**src/rtl/mac_result_fifo.sv**
```systemverilog
// mac_result_fifo
// Show-ahead result FIFO that sits behind the MAC array. It also keeps a
// running signed maximum of every result offered to it and a sticky flag
// recording that a result was lost because the FIFO was full.
// DEPTH must be a power of two in the range 2..16 so that the pointers can
// wrap naturally by overflowing.

module mac_result_fifo #(
  parameter int DEPTH = 8,
  parameter int DW    = 11
) (
  input  logic                        clk,
  input  logic                        reset,
  input  logic signed [DW-1:0]        in_data,
  input  logic                        in_valid,
  output logic signed [DW-1:0]        dout,
  output logic                        dout_valid,
  input  logic                        dout_ready,
  output logic [$clog2(DEPTH):0]      count,
  output logic                        full,
  output logic                        empty,
  output logic                        drop_err,
  output logic signed [DW-1:0]        max_val,
  input  logic                        clr
);

  localparam int AW = $clog2(DEPTH);
  localparam int CW = AW + 1;
  localparam logic [CW-1:0]        FULL_COUNT = CW'(DEPTH);
  localparam logic signed [DW-1:0] MOST_NEG   = {1'b1, {(DW-1){1'b0}}};

  logic signed [DW-1:0] mem [DEPTH];
  logic [AW-1:0]        wr_ptr;
  logic [AW-1:0]        rd_ptr;
  logic                 push;
  logic                 pop;
  logic                 drop;

  // Status flags are decoded straight from the count register
  assign full       = (count == FULL_COUNT);
  assign empty      = (count == '0);
  assign dout_valid = !empty;

  // Head of the FIFO is read from storage, so dout never depends on in_data
  assign dout = mem[rd_ptr];

  // A pop frees a slot in the same cycle, which lets a push proceed when full
  assign pop  = dout_valid && dout_ready;
  assign push = in_valid && (!full || pop);
  assign drop = in_valid && !push;

  // Storage array is write-only-on-push and deliberately carries no reset
  always_ff @(posedge clk) begin
    if (push) begin
      mem[wr_ptr] <= in_data;
    end
  end

  // Pointer and occupancy bookkeeping
  always_ff @(posedge clk or negedge reset) begin
    if (!reset) begin
      wr_ptr <= '0;
      rd_ptr <= '0;
      count  <= '0;
    end else begin
      if (push) begin
        wr_ptr <= wr_ptr + 1'b1;
      end
      if (pop) begin
        rd_ptr <= rd_ptr + 1'b1;
      end
      case ({push, pop})
        2'b10:   count <= count + 1'b1;
        2'b01:   count <= count - 1'b1;
        default: count <= count;
      endcase
    end
  end

  // Sticky overflow flag; a drop in the same cycle as clr wins
  always_ff @(posedge clk or negedge reset) begin
    if (!reset) begin
      drop_err <= 1'b0;
    end else if (drop) begin
      drop_err <= 1'b1;
    end else if (clr) begin
      drop_err <= 1'b0;
    end
  end

  // Running signed maximum over every offered result, dropped ones included
  always_ff @(posedge clk or negedge reset) begin
    if (!reset) begin
      max_val <= MOST_NEG;
    end else if (in_valid) begin
      if (clr || (in_data > max_val)) begin
        max_val <= in_data;
      end
    end else if (clr) begin
      max_val <= MOST_NEG;
    end
  end

endmodule

```
**config.mk**
```make
export PLATFORM = sky130hd
export DESIGN_NAME = mac_result_fifo
export DESIGN_NICKNAME = d
export VERILOG_FILES = /design/src/rtl/mac_result_fifo.sv
export SDC_FILE = /design/constraint.sdc
export NUM_CORES = 1
export LEC_CHECK = 0
export ABC_CLOCK_PERIOD_IN_PS = 2500
export BUFFER_PORTS_ARGS = -buffer_cell sky130_fd_sc_hd__buf_2
export CORE_MARGIN = 1
export CORE_UTILIZATION = 35
export DETAILED_ROUTE_END_ITERATION = 10
export SLEW_MARGIN = 20
export SYNTH_ARGS = -nofsm -noshare
export SYNTH_HDL_FRONTEND = slang
export SYNTH_SLANG_ARGS = --single-unit
```
**constraint.sdc**
```tcl
create_clock -name clk -period 2.5 [get_ports clk]
set_clock_uncertainty 0.15 [all_clocks]
set_input_delay 0.25 -clock clk [delete_from_list [all_inputs] [get_ports clk]]
set_output_delay 0.25 -clock clk [all_outputs]
set_load 0.01 [all_outputs]
```
=== Word-level counts from Yosys, hierarchy flattened ===
Memory sizes are Yosys's and may differ from the RTL's.
Cells that the tools add are included.

* Word-level logic and storage cells: 36
* Bits in registers: 22
* Bits in writable memories: 88
* Output and inout bits: 30
* Memories: 1
* Input port bits: 16

* Reduce and logical (&&, ||, !) cells: 13
* Equality and inequality tests: 4
* Add/subtract/negate cells: 4
* Muxes and demuxes: 8
* Order comparisons: 1

{| class="wikitable"
|+ Memory list
! memory !! words !! bits a word !! rd ports !! clocked after memory_dff !! write ports !! line !! source
|-
| mem || 8 || 11 || 1 || 0 || 1 || 32 || <nowiki>logic signed [DW-1:0] mem [DEPTH];</nowiki>
|}

{| class="wikitable"
|+ Operators with widths
! operator !! number
|-
| $mux W11 || 3
|-
| $gt A11 B11 Y1 || 1
|-
| $pmux W4 S2 || 1
|-
| $add A3 B1 Y3 const B || 2
|-
| $reduce_bool A2 Y1 || 3
|-
| $add A4 B1 Y4 const B || 1
|-
| $eq A4 B4 Y1 const B || 1
|-
| $logic_not A4 Y1 || 1
|-
| $mux W1 || 4
|-
| $sub A4 B1 Y4 const B || 1
|-
| $logic_and A1 B1 Y1 || 3
|-
| $logic_not A1 Y1 || 3
|-
| $eq A2 B1 Y1 const B || 1
|-
| $eq A2 B2 Y1 const B || 1
|-
| $logic_or A1 B1 Y1 || 2
|-
| $ne A2 B1 Y1 const B || 1
|-
| $reduce_and A2 Y1 || 1
|}

=== Longest topological paths before layout ===
Gate-level depths: netlist of the first run.

* Depth after elaboration: 8
* Depth in mapped cells: 10

=== Least setup slack after synthesis of the first run ===
No wires, ideal clock.

* Kind: reg-to-reg
* From: register count[3]
* To: memory mem[0][0], enable pin
* Required time: 1,942 ps
* Buffers on the path: 0
* Period minus slack after synthesis: 2,437 ps
* Cell stages (with the launch flop): 4
* Arrival time: 1,879 ps
* Setup slack: 63 ps
* Cell sequence: dfrtp_1 or4b_1 o21ai_2 nor4_1

* Longest elaborated chain between the ends: 7
* Elaborated cells on any way between the ends: 9
* Classes of those cells: eq/ne: 1; mux: 2; reduce/logical: 6

{| class="wikitable"
|+ Ends and longest elaborated chain
! item !! line !! source
|-
| start: declaration || 19 || <nowiki>output logic [$clog2(DEPTH):0] count,</nowiki>
|-
| start signal: assignment || 73 || <nowiki>2'b10: count <= count + 1'b1;</nowiki>
|-
| start signal: assignment || 74 || <nowiki>2'b01: count <= count - 1'b1;</nowiki>
|-
| start signal: assignment || 75 || <nowiki>default: count <= count;</nowiki>
|-
| $logic_not A4 Y1 || 41 || <nowiki>assign empty = (count == '0);</nowiki>
|-
| $logic_not A1 Y1 || 42 || <nowiki>assign dout_valid = !empty;</nowiki>
|-
| $logic_and A1 B1 Y1 || 48 || <nowiki>assign pop = dout_valid && dout_ready;</nowiki>
|-
| $logic_or A1 B1 Y1 * || 49 || <nowiki>assign push = in_valid && (!full || pop);</nowiki>
|-
| $logic_and A1 B1 Y1 * || 49 ||
|-
| $mux W1 * || 54 || <nowiki>if (push) begin</nowiki>
|-
| $mux W1 (implied by the code) * || 55 || <nowiki>mem[wr_ptr] <= in_data;</nowiki>
|-
| end: declaration || 32 ||
|}

Every way passes the cells marked *; elsewhere a longest branch is shown, timed or not.

=== Worst setup path after layout of the first run ===
* From: register count[1]
* To: register count[3]

* Longest elaborated chain between the ends: 7
* Elaborated cells on any way between the ends: 13
* Classes of those cells: add/sub: 2; eq/ne: 3; mux: 1; reduce/logical: 7

{| class="wikitable"
|+ Ends and longest elaborated chain
! item !! line !! source
|-
| $logic_not A4 Y1 || 41 ||
|-
| $logic_not A1 Y1 || 42 ||
|-
| $logic_and A1 B1 Y1 || 48 ||
|-
| $logic_or A1 B1 Y1 || 49 ||
|-
| $logic_and A1 B1 Y1 || 49 ||
|-
| $eq A2 B1 Y1 / $eq A2 B2 Y1 (equally long branches) || 72 || <nowiki>case ({push, pop})</nowiki>
|-
| $pmux W4 S2 / $reduce_bool A2 Y1 (equally long branches) || n/a ||
|}

Several ways; a longest one is shown, not always the timed one.
A chain may end at the register's enable or synchronous reset.

==> flow_summary.ini, run 1 <==
[synth]
synth_area_mm2 = 0.00473
ys_types = 41
yosysTopAreaCell = edfxtp_1
ys_ff_latch = 110
yosysSeqAreaShare = 0.675
synth_top_area_share = 0.559
yosys_warnings = 0
syn_avg_cell_area_um2 = 17.4
synth_fp_nets = 304
ys_top_cells_by_count = edfxtp_1 (88), mux4_2 (22), dfrtp_1 (21)
netlist_instances = 272
ys_top_cells_by_area = edfxtp_1 (56%), dfrtp_1 (11%), mux4_2 (10%), ha_1 (4.0%), mux2_2 (2.9%)
synthArstFlopShare = 0.200
synth_edf_count = 88
synth_flop_cell = edfxtp_1
synth_most_common_cell = edfxtp_1

[detailed_routing]
ant_nets = 0
drcViolationCount = 0
wl_per_cell_um = 18.3
vias_per_cell = 4.87
drt-total-wl_mm = 9.62
drt_first_iter_violations = 135
firstDrtPassIters = 4
vias = 2555

[hold_path]
min_path_type = in -> reg

[cells_and_area]
fin_nets = 376
drive_above_1_share = 0.372
n_fill_cell = 1173
num_antenna_cells = 0
areaGrowthSynthToFinish_pct = 20.0

[outcome]
status = completed

[sta]
setup_viol = 0
worstMarginPinSlew_ns = 0.963
fmax_mhz = 417
rsz0062_at_grt = false
final_hold_viol_count = 0
slew_viol_final = 0
setup_tns_ns = 0
min_period_ns = 2.40
period_share = 0.959
fin_ws_ns = 0.102
maxSlewHeadroom = 0.356

[global_routing]
grt_pass1_wl_mm = 15.1
antenna_found_initial = 0
grt_overflow = 0
track_usage = 0.149
grt_pass1_vias = 2630
grt_max_degree = 25

[pwr]
power.density_mw_per_mm2 = 1040
p_comb_frac = 0.327
power_leakage_uw = 0.00216
sw_frac_of_total = 0.309
p_seq_frac = 0.426
clockPowerShare = 0.247
intPower_uw = 4100
irDropWorstVdd_mv = 0.476
p_sw_uw = 1830

[flow_run]
drv_cap = 0

[setup_path]
worstSetupPathType = reg -> reg
cp_data_arrival_time_ns = 2.47
cp_max_fo = 5
critPathLaunchType = flip-flop
cp-end-kind = flip-flop
cp.required_ns = 2.57

[placement]
gp_congestion = 0.733
post-place-ws_ns = 0.133
place_hpwl_mm = 6.38
port_buffers = 45

[floorplanning]
die_x_um = 118
die_height_um = 118
initial_core_util = 0.359
rows = 42
ioPinCount = 46
die_area_mm2 = 0.0140
core_area_mm2 = 0.0132

[clock_network]
clock_path_buffers = 2
post-cts-setup-buffer-count = 0
clkSlewWorstSetupHoldPaths_ns = 0.07
cts_made_buffers = 9
cts_tree = built
htree_num_levels = 3
clk_latency_ns = 0.35
cts_root_buf = clkbuf_16
numClockSinks = 110
## placed cells by master (no fill, tap or decap), types with 2 or more instances in the layout
master         netlist  final
a21oi_1              5      5
clkbuf_16            0      9
buf_2                2     45
a211oi_2             1      2
ha_1                15     15
inv_8                0      2
dfrtp_1             21     20
nor2_1               8      8
nand3_1              3      2
nand4_1              2      2
nand2b_1             3      3
buf_4                2     23
mux4_2              22     22
edfxtp_1            88     88
nor3_1               5      5
inv_1               18     18
mux2_2              12     12
nand2_1             19     19
dlygate4sd3_1        0      2
xnor2_1              6      6
clkinvlp_4           0      2
mux2i_1             12     12
## flip-flops by register name, indices dropped and copies added (netlist names)
register  cells
mem          88
drop_err      1
count         4
wr_ptr        3
max_val      11
rd_ptr        3
## path summary, 6_finish.rpt
kind                             start           to  slack (ns)  cells after the start
min reg2reg                max_val[10]  max_val[10]        0.35                      2
max in group asynchronous        reset     count[0]        1.56                      2
max                           count[1]     count[3]        0.10                      9
min in group asynchronous        reset     count[0]        0.26                      2
max reg2reg                   count[1]     count[3]        0.10                      9
min                         in_data[7]    mem[1][7]        0.08                      1
## stage by stage
step | hold WS [ns] | instances | util | area (um2) | total power, uW
6_report | 0.0818 | 525 | 0.430 | 5670 | 5920
3_3_place_gp | 0.113 | 507 | 0.404 | 5330 | 4500
4_1_cts | 0.0746 | 525 | 0.429 | 5650 | 6000
2_1_floorplan | -0.196 | 272 | - | 4730 | 3820
3_5_place_dp | 0.112 | 507 | 0.404 | 5330 | 4540
5_1_grt | 0.0891 | 525 | 0.430 | 5670 | 6260
## power groups by stage
stage | Sequential [uW] | Combinational (uW) | Clock [uW]
after floorplan | 2510 | 1310 | 0
after global placement | 2550 | 1950 | 0
after detailed placement | 2570 | 1970 | 0
after CTS | 2530 | 1980 | 1500
after global routing | 2570 | 2120 | 1570
final | 2520 | 1930 | 1470
## per-layer routing
| metal | share of wire | GRT usage | routed length, um | up-vias |
|---|---|---|---|---|
| met5 | 0 | 0 | 0 | - |
| met4 | 0.014 | 0.0481 | 130 | 0 |
| met3 | 0.038 | 0.0347 | 364 | 13 |
| met2 | 0.46 | 0.231 | 4440 | 55 |
| met1 | 0.49 | 0.207 | 4680 | 1299 |
| li1 | - | - | - | 1188 |
## cell families after synthesis
kind of cell / count (synthesis) / share of synthesized area
muxes: 47 / 0.161
xor gates and xnor gates: 8 / 0.0188
and+or+nand+nor: 46 / 0.0458
adders and majority gates: 16 / 0.0439
DFF: 110 / 0.675
AOI/OAI and AO/OA: 16 / 0.0257
buffers and inverters: 29 / 0.0294
## critical path: stages, from the launching register on
cell,delay [ns]
dfrtp_1,0.43
or4_1,0.59
nand3_2,0.14
inv_1,0.07
ha_1,0.27
a21oi_1,0.13
nor2b_1,0.08
o21ai_1,0.15
o32ai_2,0.11
xor2_1,0.16
## timing repair
action,in CTS,in global routing
hold endpoints to repair,22,0
setup endpoints to repair,0,11
resized for setup,0,5
hold buffers,2,0
## cell type report
class,instances,area [um2],area share
Clock buffer,9,225,0.0397
Clock inverter,7,81.3,0.0143
Inverter,19,83.8,0.0148
Multi-Input combinational cell,133,1430,0.252
Sequential cell,110,3200,0.563
Tap cell,176,220,0.0388
Timing Repair Buffer,71,438,0.0772
No activity file was read; power rests on OpenSTA's default activity.
==> inputs of run 2 (changes only) <==
--- a/config.mk
+++ b/config.mk
@@ -5,11 +5,11 @@
 export SDC_FILE = /design/constraint.sdc
 export NUM_CORES = 1
 export LEC_CHECK = 0
-export ABC_CLOCK_PERIOD_IN_PS = 2500
 export BUFFER_PORTS_ARGS = -buffer_cell sky130_fd_sc_hd__buf_2
 export CORE_MARGIN = 1
 export CORE_UTILIZATION = 35
 export DETAILED_ROUTE_END_ITERATION = 10
+export REMOVE_ABC_BUFFERS = 1
 export SLEW_MARGIN = 20
 export SYNTH_ARGS = -nofsm -noshare
 export SYNTH_HDL_FRONTEND = slang
==> constraint.sdc (replaced) <==
create_clock -name clk -period 2.5 [get_ports clk]
set_clock_uncertainty 0.15 [all_clocks]
set_input_delay 0 -clock clk [delete_from_list [all_inputs] [get_ports clk]]
set_output_delay 0 -clock clk [all_outputs]
set_load 0.01 [all_outputs]
==> run 2 against run 1 <==
Final area grew 0.73%. Setup slack gained 0.015 ns. Clock-buffer cell count grew 2. Sequential power is essentially flat. Wire length grew 0.72%. Combinational power is essentially flat. Global-route usage is essentially flat. Die area is the same. Sequential cell count is the same. Utilization grew 0.31 points. Largest power group unchanged. Critical path type unchanged. First-iteration DRC count grew 28%.
==> flow_summary.ini, run 2 (synthesis results as in run 1) <==
[floorplanning]
die_height_um = 118
initial_core_util = 0.359
ioPinCount = 46
die_area_mm2 = 0.0140
die_x_um = 118
rows = 42
core_area_mm2 = 0.0132

[sta]
timing.hold.ws_ns = 0.0280
setup_tns_ns = 0
final_hold_viol_count = 0
maxSlewHeadroom = 0.533
worstMarginPinSlew_ns = 0.700
slew_viol_final = 0
min_period_ns = 2.38
period_share = 0.953
fmax_mhz = 420
setup_viol = 0

[outcome]
status = completed

[cells_and_area]
areaGrowthSynthToFinish_pct = 20.8
num_antenna_cells = 0
drive_above_1_share = 0.338
fin_nets = 383
utilization = 0.433
final_cells = 531
final_common_cell = edfxtp_1
regMostFlops = mem
most-common-layout-cells = edfxtp_1 (88), buf_2 (45), mux4_2 (22)
largest_reg_flops = 88
largestRegisters = mem (88), max_val (11), count (4)

[detailed_routing]
vias_per_cell = 4.83
drcViolationCount = 0
drt-total-wl_mm = 9.69
ant_nets = 0
firstDrtPassIters = 4
vias = 2567
drt_first_iter_violations = 173
wl_per_cell_um = 18.2

[setup_path]
crit_path_start = count[1]
cp.required_ns = 2.57
cp-end-kind = flip-flop
rr_endpoint = count[3]
r2r_cells = 9
cp_max_fo = 5
r2r_setup_slack_ns = 0.12
critPathLaunchType = flip-flop
crit_end = count[3]
reg2reg_from = count[1]
cp_data_arrival_time_ns = 2.45
worstSetupPathType = reg -> reg

[global_routing]
grt_use_met2 = 0.231
grtUsageMet3 = 0.0290
grt_overflow = 0
grt_pass1_wl_mm = 15.2
grt_max_degree = 25
top_usage_layer = met2
grt_util_met1 = 0.211
track_usage = 0.149
grt_pass1_vias = 2685
antenna_found_initial = 0

[pwr]
irDropWorstVdd_mv = 0.306
power_leakage_uw = 0.00216
power.density_mw_per_mm2 = 1010
p_total_uw = 5750

[flow_run]
drv_cap = 0

[clock_network]
cts_made_buffers = 9
numClockSinks = 110
clkSlewWorstSetupHoldPaths_ns = 0.07
cts_root_buf = clkbuf_16
cts_tree = built
htree_num_levels = 3
clk_latency_ns = 0.34
clock_path_buffers = 2
post-cts-setup-buffer-count = 0

[placement]
gp_congestion = 0.747
place_hpwl_mm = 6.14
placed_cells = 500
port_buffers = 45

[hold_path]
min_path_type = in -> async
[run 2: changes by cell type in the layout (fill, tap and decap cells not counted), sizes merged]
cell	previous run	this run
dlygate4sd3	2	16
buf	69	62
clkbuf	9	11
inv	20	18
bufinv	1	0
[run 2: layer usage]
layer / share of wire / wire [um]
met1: 0.47 / 4540
met2: 0.48 / 4610
met3: 0.043 / 415
met4: 0.013 / 124
met5: 0 / 0
[run 2: timing repair]
| action | CTS | global route |
|---|---|---|
| hold buffers | 16 | 0 |
| endpoints found under the hold margin | 126 | 0 |
| endpoints found under the setup margin | 0 | 6 |
| gates resized for setup | 0 | 5 |
[run 2: cell type report]
class                      instances  area, um2
clock inverter                     4       25.0
tap                              176        220
multi-input combinational        133       1430
clock buffer                      11        233
timing repair buffer              78        529
sequential                       110       3200
inverter                          19       83.8
fill                            1160       7470
[run 2: worst max-delay path, cell delays in order, from the launching register on]
cell and delay, ns:
dfrtp_1 0.42, or4_1 0.57, nand3_2 0.13, inv_1 0.06, ha_1 0.27, a21oi_1 0.12, nor2b_1 0.08, o21ai_1 0.16
o32ai_2 0.11, xor2_1 0.16
[run 2: metrics by stage]
stage / area (um2) / worst slack, ns
floorplan: 4670 / -0.122
global placement: 5280 / 0.232
detailed placement: 5280 / 0.146
CTS: 5690 / 0.122
global route: 5720 / -0.00711
finish: 5720 / 0.117
[run 2: how the worst min path moves through the flow]
| stage | start | to | slack [ns] | cells past startpoint |
|---|---|---|---|---|
| final | reset | rd_ptr[0] | 0.03 | 2 |
| after global routing | reset | count[3] | 0.07 | 2 |
| after CTS | reset | rd_ptr[0] | 0.03 | 2 |
| after detailed placement | reset | rd_ptr[0] | -0.14 | 1 |
| after global placement | reset | rd_ptr[0] | -0.14 | 1 |
| after floorplan | reset | count[0] | -0.45 | 0 |
[run 2: where the power goes]
part           switching (uW)  total (uW)  internal (uW)
sequential                212        2520           2310
combinational             957        1950            996
clock                     604        1270            668
total                    1770        5750           3980
